--- config.mk ---
export PLATFORM = sky130hd
export DESIGN_NAME = uart_rx
export DESIGN_NICKNAME = d
export VERILOG_FILES = /design/src/rtl/uart_rx.sv
export SDC_FILE = /design/constraint.sdc
export NUM_CORES = 1
export LEC_CHECK = 0
export ABC_CLOCK_PERIOD_IN_PS = 3800
export BUFFER_PORTS_ARGS = -buffer_cell sky130_fd_sc_hd__buf_2
export CAP_MARGIN = 20
export CORE_ASPECT_RATIO = 0.6
export CORE_MARGIN = 2
export CORE_UTILIZATION = 60
export DETAILED_ROUTE_END_ITERATION = 7
export PLACE_DENSITY = 0.88
export SLEW_MARGIN = 20
export SYNTH_ARGS = -nofsm -noshare
export SYNTH_HDL_FRONTEND = slang
export SYNTH_SLANG_ARGS = --single-unit
export TNS_END_PERCENT = 100
--- constraint.sdc ---
create_clock -name clk -period 3.8 [get_ports clk]
set_input_delay 0.38 -clock clk [delete_from_list [all_inputs] [get_ports clk]]
set_output_delay 0.38 -clock clk [all_outputs]
set_load 0.1 [all_outputs]
--- src/rtl/uart_rx.sv ---
// 8N1 UART receiver: synchronises rxd, samples each bit mid-period, and holds one byte
// behind a valid/ack handshake with framing-error and overrun pulses.
module uart_rx #(
  parameter int CLKS_PER_BIT = 5208
) (
  input  logic       clk,
  input  logic       reset,
  input  logic       rxd,
  output logic [7:0] rx_data,
  output logic       rx_data_valid,
  input  logic       rx_data_ack,
  output logic       rx_framing_error,
  output logic       rx_overrun
);

  localparam int HALF = CLKS_PER_BIT / 2;
  localparam int CW   = $clog2(CLKS_PER_BIT);
  localparam logic [CW-1:0] CNT_LAST = CW'(CLKS_PER_BIT - 1);
  localparam logic [CW-1:0] CNT_MID  = CW'(HALF - 1);

  typedef enum logic [2:0] {
    S_IDLE,
    S_START,
    S_DATA,
    S_STOP,
    S_BREAK
  } state_t;

  logic          sync1_q, sync2_q;
  logic          rxd_s;
  state_t        state_q, state_d;
  logic [CW-1:0] cnt_q, cnt_d;
  logic [2:0]    idx_q, idx_d;
  logic [7:0]    shift_q, shift_d;
  logic [7:0]    data_q, data_d;
  logic          valid_q, valid_d;
  logic          fe_q, fe_d;
  logic          ovr_q, ovr_d;
  logic          stopGood, stopBad;

  assign rxd_s = sync2_q;

  // Sync flops reset to 1 so a reset never manufactures a false start edge.
  always_ff @(posedge clk) begin
    if (!reset) begin
      sync1_q <= 1'b1;
      sync2_q <= 1'b1;
    end else begin
      sync1_q <= rxd;
      sync2_q <= sync1_q;
    end
  end

  always_ff @(posedge clk) begin
    if (!reset) begin
      state_q <= S_IDLE;
      cnt_q   <= '0;
      idx_q   <= '0;
      shift_q <= '0;
      data_q  <= '0;
      valid_q <= 1'b0;
      fe_q    <= 1'b0;
      ovr_q   <= 1'b0;
    end else begin
      state_q <= state_d;
      cnt_q   <= cnt_d;
      idx_q   <= idx_d;
      shift_q <= shift_d;
      data_q  <= data_d;
      valid_q <= valid_d;
      fe_q    <= fe_d;
      ovr_q   <= ovr_d;
    end
  end

  always_comb begin
    state_d  = state_q;
    cnt_d    = '0;
    idx_d    = idx_q;
    shift_d  = shift_q;
    stopGood = 1'b0;
    stopBad  = 1'b0;
    case (state_q)
      S_IDLE: begin
        if (!rxd_s) begin
          state_d = S_START;
        end
      end
      S_START: begin
        if (cnt_q == CNT_MID) begin
          if (!rxd_s) begin
            state_d = S_DATA;
            idx_d   = '0;
          end else begin
            state_d = S_IDLE;
          end
        end else begin
          cnt_d = cnt_q + 1'b1;
        end
      end
      S_DATA: begin
        if (cnt_q == CNT_LAST) begin
          shift_d = {rxd_s, shift_q[7:1]};
          if (idx_q == 3'd7) begin
            state_d = S_STOP;
          end else begin
            idx_d = idx_q + 3'd1;
          end
        end else begin
          cnt_d = cnt_q + 1'b1;
        end
      end
      S_STOP: begin
        if (cnt_q == CNT_LAST) begin
          if (rxd_s) begin
            stopGood = 1'b1;
            state_d  = S_IDLE;
          end else begin
            stopBad = 1'b1;
            state_d = S_BREAK;
          end
        end else begin
          cnt_d = cnt_q + 1'b1;
        end
      end
      S_BREAK: begin
        // A line held low reports one framing error, then waits for idle.
        if (rxd_s) begin
          state_d = S_IDLE;
        end
      end
      default: begin
        state_d = S_IDLE;
      end
    endcase
  end

  // A delivery arriving together with an ack replaces the held byte instead of clearing valid.
  always_comb begin
    data_d  = data_q;
    valid_d = valid_q;
    fe_d    = stopBad;
    ovr_d   = 1'b0;
    if (stopGood) begin
      if (!valid_q || rx_data_ack) begin
        data_d  = shift_q;
        valid_d = 1'b1;
      end else begin
        ovr_d = 1'b1;
      end
    end else if (valid_q && rx_data_ack) begin
      valid_d = 1'b0;
    end
  end

  assign rx_data          = data_q;
  assign rx_data_valid    = valid_q;
  assign rx_framing_error = fe_q;
  assign rx_overrun       = ovr_q;

endmodule

# ---- Word level (Yosys, flattened, before mapping)
# Index checks and enable logic that the tools add are counted.
dict set report totals {
  latchBits 0
  rom_bits 0
  ff_bits 40
  n_memories 0
  word_cells 67
  inputBits 4
  ram_bits 0
  output_inout_bits 11
}
dict set report classes {
  multipliers 0
  shifts 0
  n_eq_ne 16
  magnitude_cmp 0
  n_reduce_logical 14
  bitwise 0
  muxes 25
  n_div 0
  add_sub_neg 2
}
# op n
set op_table {}
lappend op_table {{3-bit two-way mux} 11}
lappend op_table {{13-bit two-way mux} 2}
lappend op_table {{13-bit one-hot mux with 2 select lines} 1}
lappend op_table {{2-bit inequality test, second input constant} 8}
lappend op_table {{3-bit one-hot mux with 5 select lines} 1}
lappend op_table {{13-bit by 1-bit adder with 13-bit output, second input constant} 1}
lappend op_table {{13-bit by 12-bit == test with 1-bit output, second input constant} 1}
lappend op_table {{13-bit == test, second input constant} 1}
lappend op_table {{1-bit two-way mux} 8}
lappend op_table {{2-bit AND reduction} 4}
lappend op_table {{3-bit by 2-bit == test with 1-bit output, second input constant} 2}
lappend op_table {{3-bit == test, second input constant} 2}
lappend op_table {{3-bit one-hot mux with 2 select lines} 1}
lappend op_table {{6-bit AND reduction} 1}
lappend op_table {{5-bit AND reduction} 1}
lappend op_table {{2-bit nonzero test} 2}
lappend op_table {{3-bit by 1-bit adder with 3-bit output, second input constant} 1}
lappend op_table {{3-bit by 1-bit == test with 1-bit output, second input constant} 1}
lappend op_table {{3-bit zero test} 1}
lappend op_table {{3-bit AND reduction} 1}
lappend op_table {{2-bit two-way mux} 1}
lappend op_table {{2-bit by 1-bit inequality test with 1-bit output, second input constant} 1}
lappend op_table {{2-bit OR reduction} 1}
lappend op_table {{1-bit logical AND} 1}
lappend op_table {{other kinds (2)} 2}

# ---- Longest topological paths before layout
dict set report logic_depth {
  depth_word 5
  ltp_mapped 7
  depth_no_buf 6
}

# ---- Least setup slack after synthesis
# Ideal clock, no wire load.
dict set report synth_timing {
  path_type {register to register}
  from {register valid_q (netlist: rx_data_valid)}
  to {register data_q[0] (netlist: rx_data[0])}
  setup_time_ps 128
  arrival_ps 1628
  setup_slack_ps 2044
  synth_period_minus_slack_ps 1756
  n_path_buf 0
  required_ps 3672
  path_stages_with_launch 5
  path_cell_list {dfxtp_1 > nor2b_1 > nor3_4 > mux2i_1 > nor2_1}
}
dict set report synth_between {
  elab_chain_len 3
}
# item line_no
set synth_rtl {}
lappend synth_rtl {{start: declaration} 36} ;# logic valid_q, valid_d;
lappend synth_rtl {{start signal: assignment} 70} ;# valid_q <= valid_d;
lappend synth_rtl {{1-bit zero test} 145} ;# if (!valid_q || rx_data_ack) begin
lappend synth_rtl {{1-bit logical OR} 145}
lappend synth_rtl {{2-bit AND reduction (no source line)} -}
lappend synth_rtl {{end signal: assignment} 69} ;# data_q <= data_d;
lappend synth_rtl {{end: declaration} 35} ;# logic [7:0] data_q, data_d;
# No other way between the ends.
# A chain may end at the register's enable or synchronous reset.

# ---- Worst setup path in the final report
dict set report layout_timing {
  from {register cnt_q[0]}
  to {register data_q[3] (netlist: rx_data[3])}
}
dict set report layout_between {
  elab_chain_len 4
}
# item line_no
set layout_rtl {}
lappend layout_rtl {{start: declaration} 32} ;# logic [CW-1:0] cnt_q, cnt_d;
lappend layout_rtl {{start signal: assignment} 66} ;# cnt_q <= cnt_d;
lappend layout_rtl {{13-bit == test} 114} ;# if (cnt_q == CNT_LAST) begin
lappend layout_rtl {{1-bit two-way mux} 114}
lappend layout_rtl {{1-bit two-way mux} 83} ;# case (state_q)
lappend layout_rtl {{2-bit AND reduction (no source line)} -}
# No other way between the ends.

==> metrics.cfg <==
[status]
outcome=finished clean

[timing]
max_freq_ghz=0.4924
fin_setup_tns_ps=0
finalMaxSlewViolations=0
finalCritPeriodShare_pct=53.45
slew_headroom_pct=59.41
final_hold_viol_count=0
setup_viol=0
period_minus_slack_ps=2031
worst_pin_slew_ps=608.1
rsz0062_at_grt=no
clock_skew_ps=5.386

[cells_and_area]
post-route-util_pct=72.77
drive_above_1_share_pct=14.87
nets=201
antennaDiodeCount=0
area_growth_pct=10.72
layout_common_cells=40 x nor2_1, 40 x dfxtp_1, 20 x mux2i_1
fillers=180

[die]
die_h_um=45.42
initial_core_util_pct=65.72
die_w_um=73.03
num_rows=14
io_pins=15
core_um2=2610
dieArea_um2=3317

[clock_network]
cts_resized=0
numCtsBuffers=5
clkLatencyLatePin_ps=300
htreeDepth=2
cts_tree=yes
cts.sink_count=40
postCtsSetupRepairBufs=0
clk_pin_slew_ps=80
hold_buffers=0
clockBufferDepth=2
clock-root-buffer=clkbuf_8

[logic_synthesis]
yosys_warnings=0
synth_fa_ha_area_share_pct=2.188
synth_edf_count=0
muxShareOfSynthArea_pct=11.67
ys.flop_type=dfxtp_1
synth_compound_area_share_pct=4.376
netlist_area_um2=1715
syn_inst=180
synth_xor_area_share_pct=5.616
synth_top_family_by_area=simple AND/OR/NAND/NOR gates
synth_nets=187
synth-seq-cells=40
ys_async_sr_fraction_pct=0
avgSynthCellArea_um2=9.530
synthSimpleGateAreaFrac_pct=26.84
synth.distinct_cells=36
ys_seq_area_share_pct=46.68

[worst_setup_path]
critical-path-slowest-cell=nor3_4
slowest_delay_ps=520
crit_cells=6
r2r_slack_ps=1770
cp.required_ps=3970
r2r-start=cnt_q[0]
crit_path_max_fanout=8
cp_num_buf_inv=0
crit_path_start_kind=flop
crit_chain=ha_1 -> nand2_1 -> nand4b_2 -> nor3_4 -> mux2i_1 -> nor2_1
path_delay_family=simple AND/OR/NAND/NOR gates
end_kind=flop
reg2reg_to=rx_data[3]
crit_arrival_ps=2200
path_class=reg -> reg
reg2regPathDepth=6
crit_path_start=cnt_q[0]

[global_route]
antenna_found_initial=0
grt_max_degree=22
grt_pass1_vias=1220
gr-total-overflow=0
grt_pass1_wl_mm=5.478
grt_usage_pct=22.96

[routing]
drc_errors=0
first_pass_iters=5
viasPerCell=5.753
drt_iter0_markers=115
vias=1306
drt-wirelength-per-cell_um=14.75
ant_nets=0
routed_wl_mm=3.348

[placement]
io_buffers=14
gp_congestion=0.8795
post-dp-hpwl_mm=2.412

[power]
irDropWorstVdd_mv=0.2683
power_leakage_nw=0.7983
total_power_mw=0.8368
cellPowerDensity_nw_per_um2=440.6

[hold_path]
worstHoldStart=rxd
hp-class=in -> reg
hold_end=sync1_q
min_path_cells=2

[flow_run]
maxCapViolCount=0

cell type report:
type,instances,area [um2],share of cell area [%]
Multi-Input combinational cell,131,869.6,45.78
Sequential cell,40,800.8,42.16
Timing Repair Buffer,14,70.07,3.689
Clock buffer,5,68.82,3.623
Clock inverter,3,42.54,2.240
Tap cell,32,40.04,2.108
Inverter,2,7.507,0.3953
where the power goes:
group	switching [mW]	internal, mW	total [mW]
Clock	0.150	0.194	0.344
Combinational	0.0303	0.0274	0.0577
Sequential	0.00972	0.425	0.435
sequential cells by signal (all words and copies together), names as in the netlist:
register / count
cnt_q: 13
idx_q: 3
rx_data: 8
rx_data_valid: 1
rx_framing_error: 1
rx_overrun: 1
rxd_s: 1
shift_q: 8
state_q: 3
sync1_q: 1
worst register-to-register path: cells and delay by family, from the launching register on:
kind,cells,cell delay [ps]
and+or+nand+nor,4,1030
DFF,1,360
muxes,1,280
adders and majority gates,1,230
Yosys cell counts (3+ instances only):
library cell,n,area [um2]
dfxtp_1,40,800.8
nor2_1,40,150.1
mux2i_1,20,200.2
nand2_1,15,56.30
nand3_1,8,40.04
xor2_1,7,61.31
nand2b_1,4,25.02
xnor2_1,4,35.03
a211o_1,3,26.28
buf_2,3,15.01
clkbuf_1,3,11.26
ha_1,3,37.54
routing by layer:
metal / vias to the layer above / track usage, % / wire [um]
met5: - / 0 / 0
met4: 0 / 14.07 / 53
met2: 35 / 37.12 / 1556
li1: 640 / - / -
met1: 622 / 28.49 / 1531
met3: 9 / 5.310 / 206
metrics by stage:
stage	area (um2)	hold WS (ps)	instances	setup WS, ps
floorplan	1715	386.3	180	2044
global placement	1788	392.9	219	1942
detailed placement	1788	419.6	219	1756
CTS	1899	268.7	227	1742
global route	1899	275.2	227	1543
finish	1899	274.8	227	1769
cells by family (layout without fill, tap and decap cells):
group,after synthesis,count (layout)
flops,40,40
fa+ha+maj,3,3
compound gates,10,10
buf+inv,9,24
mux,20,20
simple gates,87,87
xor+xnor,11,11
worst max path at each step:
stage,to,slack (ps)
2_1_floorplan,rx_data[0],2040
3_3_place_gp,rx_data[6],1940
3_5_place_dp,rx_data[3],1760
4_1_cts,rx_data[3],1740
5_1_grt,rx_data[0],1540
6_report,rx_data[3],1770
Power figures use the tool's default switching activity.
